$ cat config.mk
export PLATFORM = sky130hd
export DESIGN_NAME = lpddr2_port_arbiter
export DESIGN_NICKNAME = d
export VERILOG_FILES = /design/src/rtl/lpddr2_port_arbiter.sv
export SDC_FILE = /design/constraint.sdc
export NUM_CORES = 1
export LEC_CHECK = 0
export CAP_MARGIN = 10
export CORE_UTILIZATION = 34
export DETAILED_ROUTE_END_ITERATION = 12
export HOLD_SLACK_MARGIN = 0.08
export PLACE_DENSITY = 0.79
export SLEW_MARGIN = 20
export SYNTH_ARGS = -nofsm -noshare
export SYNTH_HDL_FRONTEND = slang
export SYNTH_SLANG_ARGS = --single-unit
$ cat constraint.sdc
create_clock -name iCLK -period 3.4 [get_ports iCLK]
set_input_delay 0.34 -clock iCLK [delete_from_list [all_inputs] [get_ports iCLK]]
set_output_delay 0.34 -clock iCLK [all_outputs]
set_load 0.1 [all_outputs]
$ cat src/rtl/lpddr2_port_arbiter.sv
// Two-master Avalon-MM arbiter for one LPDDR2 controller port: burst-locked grants,
// urgency pre-emption with a starvation bound, and in-order read-return routing.
module lpddr2_port_arbiter #(
    parameter int unsigned ADDR_W       = 27,
    parameter int unsigned DATA_W       = 32,
    parameter int unsigned BC_W         = 3,
    parameter int unsigned MAX_OUTST    = 8,
    parameter int unsigned STARVE_LIMIT = 16
) (
    input  logic              iCLK,
    input  logic              iRST_n,
    input  logic              local_init_done,
    input  logic              m1_urgent,

    input  logic              m0_read,
    input  logic              m0_write,
    input  logic [ADDR_W-1:0] m0_address,
    input  logic [DATA_W-1:0] m0_writedata,
    input  logic [BC_W-1:0]   m0_burstcount,
    output logic              m0_waitrequest_n,
    output logic [DATA_W-1:0] m0_readdata,
    output logic              m0_readdatavalid,

    input  logic              m1_read,
    input  logic              m1_write,
    input  logic [ADDR_W-1:0] m1_address,
    input  logic [DATA_W-1:0] m1_writedata,
    input  logic [BC_W-1:0]   m1_burstcount,
    output logic              m1_waitrequest_n,
    output logic [DATA_W-1:0] m1_readdata,
    output logic              m1_readdatavalid,

    input  logic              avl_ready,
    input  logic [DATA_W-1:0] avl_rdata,
    input  logic              avl_rdata_valid,
    output logic [ADDR_W-1:0] avl_addr,
    output logic [DATA_W-1:0] avl_wdata,
    output logic [BC_W-1:0]   avl_size,
    output logic              avl_read_req,
    output logic              avl_write_req,
    output logic              avl_burstbegin,
    output logic              err_orphan
);

    localparam logic [1:0] IDLE = 2'd0;
    localparam logic [1:0] GNT0 = 2'd1;
    localparam logic [1:0] GNT1 = 2'd2;

    localparam int unsigned PTR_W = (MAX_OUTST > 1) ? $clog2(MAX_OUTST) : 1;
    localparam int unsigned CNT_W = $clog2(MAX_OUTST + 1);
    localparam int unsigned SC_W  = $clog2(STARVE_LIMIT + 1);

    logic [1:0]      state_q, state_d;
    logic            last_grant_q, last_grant_d;
    logic [SC_W-1:0] starve_q, starve_d;
    logic            gnt_wr_q, gnt_wr_d;
    logic            wr_started_q, wr_started_d;
    logic [BC_W-1:0] wr_len_q, wr_len_d;
    logic [BC_W-1:0] wr_cnt_q, wr_cnt_d;

    logic            fifo_owner_q [MAX_OUTST];
    logic [BC_W-1:0] fifo_len_q   [MAX_OUTST];
    logic [PTR_W-1:0] wr_ptr_q, rd_ptr_q;
    logic [CNT_W-1:0] fifo_cnt_q;
    logic [BC_W-1:0]  head_beats_q;
    logic             err_orphan_q;

    logic              fifo_full, fifo_empty;
    logic              m0_elig, m1_elig;
    logic              in_gnt, sel1;
    logic              g_read, g_write;
    logic [ADDR_W-1:0] g_addr;
    logic [DATA_W-1:0] g_wdata;
    logic [BC_W-1:0]   g_bc, g_len;
    logic              wr_accept, rd_accept;
    logic              rv_hit, head_owner, head_last, push, pop;
    logic [BC_W-1:0]   head_len;
    logic              pick, urgent_win;

    function automatic logic [PTR_W-1:0] next_ptr(input logic [PTR_W-1:0] p);
        return (p == PTR_W'(MAX_OUTST - 1)) ? '0 : p + PTR_W'(1);
    endfunction

    // Full check uses the registered count, so a same-cycle pop never frees a slot early.
    assign fifo_full  = (fifo_cnt_q == CNT_W'(MAX_OUTST));
    assign fifo_empty = (fifo_cnt_q == '0);
    assign m0_elig    = m0_write | (m0_read & ~fifo_full);
    assign m1_elig    = m1_write | (m1_read & ~fifo_full);

    assign in_gnt  = (state_q != IDLE);
    assign sel1    = (state_q == GNT1);
    assign g_read  = sel1 ? m1_read       : m0_read;
    assign g_write = sel1 ? m1_write      : m0_write;
    assign g_addr  = sel1 ? m1_address    : m0_address;
    assign g_wdata = sel1 ? m1_writedata  : m0_writedata;
    assign g_bc    = sel1 ? m1_burstcount : m0_burstcount;
    assign g_len   = (g_bc == '0) ? BC_W'(1) : g_bc;

    assign avl_write_req    = in_gnt & gnt_wr_q & g_write;
    assign avl_read_req     = in_gnt & ~gnt_wr_q & g_read;
    assign avl_burstbegin   = avl_read_req | (avl_write_req & ~wr_started_q);
    assign avl_addr         = in_gnt ? g_addr  : '0;
    assign avl_wdata        = in_gnt ? g_wdata : '0;
    assign avl_size         = in_gnt ? g_len   : '0;
    assign m0_waitrequest_n = (state_q == GNT0) & avl_ready;
    assign m1_waitrequest_n = (state_q == GNT1) & avl_ready;

    assign wr_accept = avl_write_req & avl_ready;
    assign rd_accept = avl_read_req & avl_ready;

    assign head_owner       = fifo_owner_q[rd_ptr_q];
    assign head_len         = fifo_len_q[rd_ptr_q];
    assign head_last        = ((head_beats_q + BC_W'(1)) == head_len);
    assign rv_hit           = avl_rdata_valid & ~fifo_empty;
    assign push             = rd_accept;
    assign pop              = rv_hit & head_last;
    assign m0_readdata      = avl_rdata;
    assign m1_readdata      = avl_rdata;
    assign m0_readdatavalid = rv_hit & ~head_owner;
    assign m1_readdatavalid = rv_hit & head_owner;
    assign err_orphan       = err_orphan_q;

    always_comb begin
        state_d      = state_q;
        last_grant_d = last_grant_q;
        starve_d     = starve_q;
        gnt_wr_d     = gnt_wr_q;
        wr_started_d = wr_started_q;
        wr_len_d     = wr_len_q;
        wr_cnt_d     = wr_cnt_q;
        pick         = 1'b0;
        urgent_win   = 1'b0;
        case (state_q)
            IDLE: begin
                if (local_init_done && (m0_elig || m1_elig)) begin
                    if (m0_elig && !m1_elig) begin
                        pick = 1'b0;
                    end else if (!m0_elig && m1_elig) begin
                        pick = 1'b1;
                    end else if (m1_urgent && (starve_q < SC_W'(STARVE_LIMIT))) begin
                        pick       = 1'b1;
                        urgent_win = 1'b1;
                    end else begin
                        pick = ~last_grant_q;
                    end
                    state_d      = pick ? GNT1 : GNT0;
                    last_grant_d = pick;
                    gnt_wr_d     = pick ? m1_write : m0_write;
                    wr_started_d = 1'b0;
                    wr_cnt_d     = '0;
                    if (!pick) begin
                        starve_d = '0;
                    end else if (urgent_win) begin
                        starve_d = starve_q + SC_W'(1);
                    end
                end
            end
            GNT0, GNT1: begin
                if (gnt_wr_q) begin
                    if (wr_accept) begin
                        if (!wr_started_q) begin
                            if (g_len == BC_W'(1)) begin
                                state_d = IDLE;
                            end else begin
                                wr_started_d = 1'b1;
                                wr_len_d     = g_len;
                                wr_cnt_d     = BC_W'(1);
                            end
                        end else if ((wr_cnt_q + BC_W'(1)) == wr_len_q) begin
                            state_d = IDLE;
                        end else begin
                            wr_cnt_d = wr_cnt_q + BC_W'(1);
                        end
                    end
                end else if (rd_accept) begin
                    state_d = IDLE;
                end
            end
            default: state_d = IDLE;
        endcase
    end

    always_ff @(posedge iCLK or negedge iRST_n) begin
        if (!iRST_n) begin
            state_q      <= IDLE;
            last_grant_q <= 1'b1;
            starve_q     <= '0;
            gnt_wr_q     <= 1'b0;
            wr_started_q <= 1'b0;
            wr_len_q     <= '0;
            wr_cnt_q     <= '0;
        end else begin
            state_q      <= state_d;
            last_grant_q <= last_grant_d;
            starve_q     <= starve_d;
            gnt_wr_q     <= gnt_wr_d;
            wr_started_q <= wr_started_d;
            wr_len_q     <= wr_len_d;
            wr_cnt_q     <= wr_cnt_d;
        end
    end

    always_ff @(posedge iCLK or negedge iRST_n) begin
        if (!iRST_n) begin
            wr_ptr_q     <= '0;
            rd_ptr_q     <= '0;
            fifo_cnt_q   <= '0;
            head_beats_q <= '0;
            err_orphan_q <= 1'b0;
        end else begin
            if (push) begin
                wr_ptr_q <= next_ptr(wr_ptr_q);
            end
            if (pop) begin
                rd_ptr_q     <= next_ptr(rd_ptr_q);
                head_beats_q <= '0;
            end else if (rv_hit) begin
                head_beats_q <= head_beats_q + BC_W'(1);
            end
            if (push && !pop) begin
                fifo_cnt_q <= fifo_cnt_q + CNT_W'(1);
            end else if (pop && !push) begin
                fifo_cnt_q <= fifo_cnt_q - CNT_W'(1);
            end
            if (avl_rdata_valid && fifo_empty) begin
                err_orphan_q <= 1'b1;
            end
        end
    end

    // Tracking storage needs no reset: entries are only read while the count is non-zero.
    always_ff @(posedge iCLK) begin
        if (push) begin
            fifo_owner_q[wr_ptr_q] <= sel1;
            fifo_len_q[wr_ptr_q]   <= g_len;
        end
    end

endmodule

==> impl_metrics.toml <==
[worst_setup_path]
cp.arrival_ns = 3.44
criticalPathCategory = "reg2reg"
critPathTopFamily = "multiplexers"
start_kind = "flip-flop"
ff2ff_path_depth = 12
path_depth = 12
crit_fanout = 11
critPathSlowestCell = "or4_1"
cp-startpoint = "rd_ptr_q[0]$_DFFE_PN0P_"
reg2reg_from = "rd_ptr_q[0]$_DFFE_PN0P_"
critPathMaxStageDelay_ns = 0.55
cp_num_buf_inv = 1
cp_data_required_time_ns = 3.60
worst_setup_path_end_kind = "flip-flop"
crit_path_cell_trace = "mux2i_1 > mux4_1 > xnor2_1 > or4_1 > ha_1 > inv_1 > ha_1 > a21o_1 > a21oi_1 > xnor2_1 > nor2_1 > xor2_1"

[drt]
wire_per_inst_um = 22.3
num_vias = 4019
ant_nets = 0
firstDrtPassIters = 5
drc_errors = 0
vias_per_cell = 5.15
first_iter_violations = 260
wirelength_mm = 17.4

[timing]
skew_ns = 0.00732
final.setup.tns_ns = 0
fin_crit_ns = 3.24
finalCritPeriodShare_pct = 95.3
fmax_mhz = 309
whs_ns = 0.420
hold_viol = 0
final-setup-viol-count = 0
relSlewSlack_pct = 36.0
tightest_slew_ns = 0.957
drv_slew = 0
rsz0062_at_grt = "no"

[floorplan]
placementRows = 42
initial_utilization_pct = 34.9
top_level_ports = 300
core_area_sq_um = 13300
die_h_um = 119
die_area_sq_um = 14100
die_x_um = 119

[yosys]
synth-seq-cells = 62
synth_ff_type = "edfxtp_1"
synth_top_cell_by_area = "edfxtp_1"
synth_area_leaders = "edfxtp_1 (21%), mux2i_1 (16%), dfrtp_1 (16%)"
synth_cell_types = 57
syn_area_per_cell_sq_um = 10.1
synthCells = 461
ys_async_sr_fraction_pct = 48.4
synth_edf_count = 32
synth_top_area_share_pct = 20.7
synth_area_sq_um = 4650
syn-num-nets = 641
ys_warn_count = 0
yosysSeqAreaShare_pct = 36.9

[min_path]
hp-class = "in2async"

[power_and_ir_drop]
power_density_nw_per_um2 = 1200
peakVddDrop_uv = 1140
p_leak_nw = 2.77

[clocking]
clk_pin_slew_worst_paths_ns = 0.05
clk_latency_ns = 0.33
cts_buffers = 9
htreeDepth = 3
cts_tree = "built"
root_buffer = "clkbuf_16"
cts_sinks = 62
clock_path_buffers = 2

[grt]
globalRouteTotalUtil_pct = 24.9
antenna_found_initial = 0
grt_max_degree = 67
grt_pass1_vias = 4156
grt_remaining_overflow = 0
grt_pass1_wl_mm = 25.6

[run]
cap_violations = 0

[finish]
final_common_cell = "clkdlybuf4s50_1"
drive_gt1_share_pct = 19.4
n_antenna_cell = 0
area_growth_pct = 44.8
stdcell_count = 780
mostFrequentLayoutCells = "clkdlybuf4s50_1 (134), mux2i_1 (76), nor2_1 (71)"
layout.nets = 779

[outcome]
status = "finished, final reports clean"

[placed_design]
portBuffers = 203
hpwl_mm = 14.3
dp_cells = 764
place_congestion = 0.887
## layout make-up
class,count,area [sq um]
Sequential cell,62,1710
Multi-Input combinational cell,298,2280
Fill cell,1170,6570
Timing Repair Buffer,214,2170
Inverter,14,52.6
Clock inverter,6,62.6
Tap cell,176,220
Clock buffer,10,229
## sequential cells by signal (all words and copies together) (netlist names), 3 cells and up
signal / flops
starve_q: 5
fifo_cnt_q: 4
wr_len_q: 3
rd_ptr_q: 3
fifo_len_q: 24
fifo_owner_q: 8
wr_cnt_q: 3
head_beats_q: 3
wr_ptr_q: 3
## cells by family (layout without fill, tap and decap cells)
| family | count (synthesis) | after routing | synth area share, % |
|---|---|---|---|
| AO/OA/AOI/OAI | 45 | 45 | 6.68 |
| XOR/XNOR | 11 | 11 | 2.37 |
| adder cells (fa/ha/maj) | 16 | 16 | 4.39 |
| buffers and inverters | 101 | 244 | 14.6 |
| flip-flops | 62 | 62 | 36.9 |
| multiplexers | 90 | 90 | 21.5 |
| AND/OR/NAND/NOR | 136 | 136 | 13.5 |
## path summary, 6_finish.rpt
check                                       endpoint  slack (ns)
min reg2reg                   err_orphan$_DFFE_PN0P_        0.47
max reg2reg                fifo_cnt_q[3]$_DFFE_PN0P_        0.16
min in group iCLK             err_orphan$_DFFE_PN0P_        0.47
max in group asynchronous   last_grant_q$_DFFE_PN1P_        2.65
min                          rd_ptr_q[2]$_DFFE_PN0P_        0.42
max                        fifo_cnt_q[3]$_DFFE_PN0P_        0.16
## metal layers
metal / wire [um] / vias up / track usage [%]
met3: 2330 / 18 / 14.6
met5: 0 / - / 0
met1: 6670 / 1923 / 28.7
li1: - / 1842 / -
met2: 8260 / 236 / 40.4
met4: 132 / 0 / 3.48
## report_power, final
part           internal, mW  total, mW  switching (mW)
combinational          1.72       5.99            4.27
sequential            0.994       1.21           0.215
clock                 0.563      0.882           0.319
## Yosys cell counts (2+ instances only)
cell and count:
a21oi_1 8, or4_1 4, o21a_1 2, buf_6 2, and2_1 7, edfxtp_1 32
clkbuf_1 13, xnor2_1 6, dfrtp_1 29, mux2_4 3, mux4_1 4, nor4_1 2
mux2i_1 76, o22a_1 2, mux2_2 6, o31ai_1 2, nor2_1 71, nand2_1 19
o41ai_1 2, nand2b_1 4, and3_1 2, inv_1 14, buf_4 64, or3_1 3
nor2b_1 2, ha_1 13, o21ai_0 10, buf_1 6, xor2_1 4, nand4_1 5
a21o_1 7, nand3_1 5, nor3_1 8
## worst register-to-register path, delay by kind of cell, from the launching register on
kind	cells	cell delay, ns
flip-flops	1	0.51
buffers and inverters	1	0.08
multiplexers	2	0.68
XOR/XNOR	3	0.42
AO/OA/AOI/OAI	2	0.35
adder cells (fa/ha/maj)	2	0.47
AND/OR/NAND/NOR	2	0.62
## timing repair
action,in CTS,in global routing
setup buffers,0,0
hold buffers,0,0
setup endpoints to repair,0,2
resized for setup,0,1
## metrics by stage
step / cell area [sq um] / worst slack (ns) / utilization, % / power (mW)
after floorplan: 4680 / 0.0637 / - / 6.01
after global placement: 6430 / 0.0858 / 48.4 / 7.13
after detailed placement: 6430 / 0.0345 / 48.4 / 7.22
after CTS: 6730 / 0.0107 / 50.6 / 8.12
after global routing: 6730 / 0.0409 / 50.6 / 8.43
final: 6730 / 0.161 / 50.6 / 8.08
No activity file was read; power rests on OpenSTA's default activity.
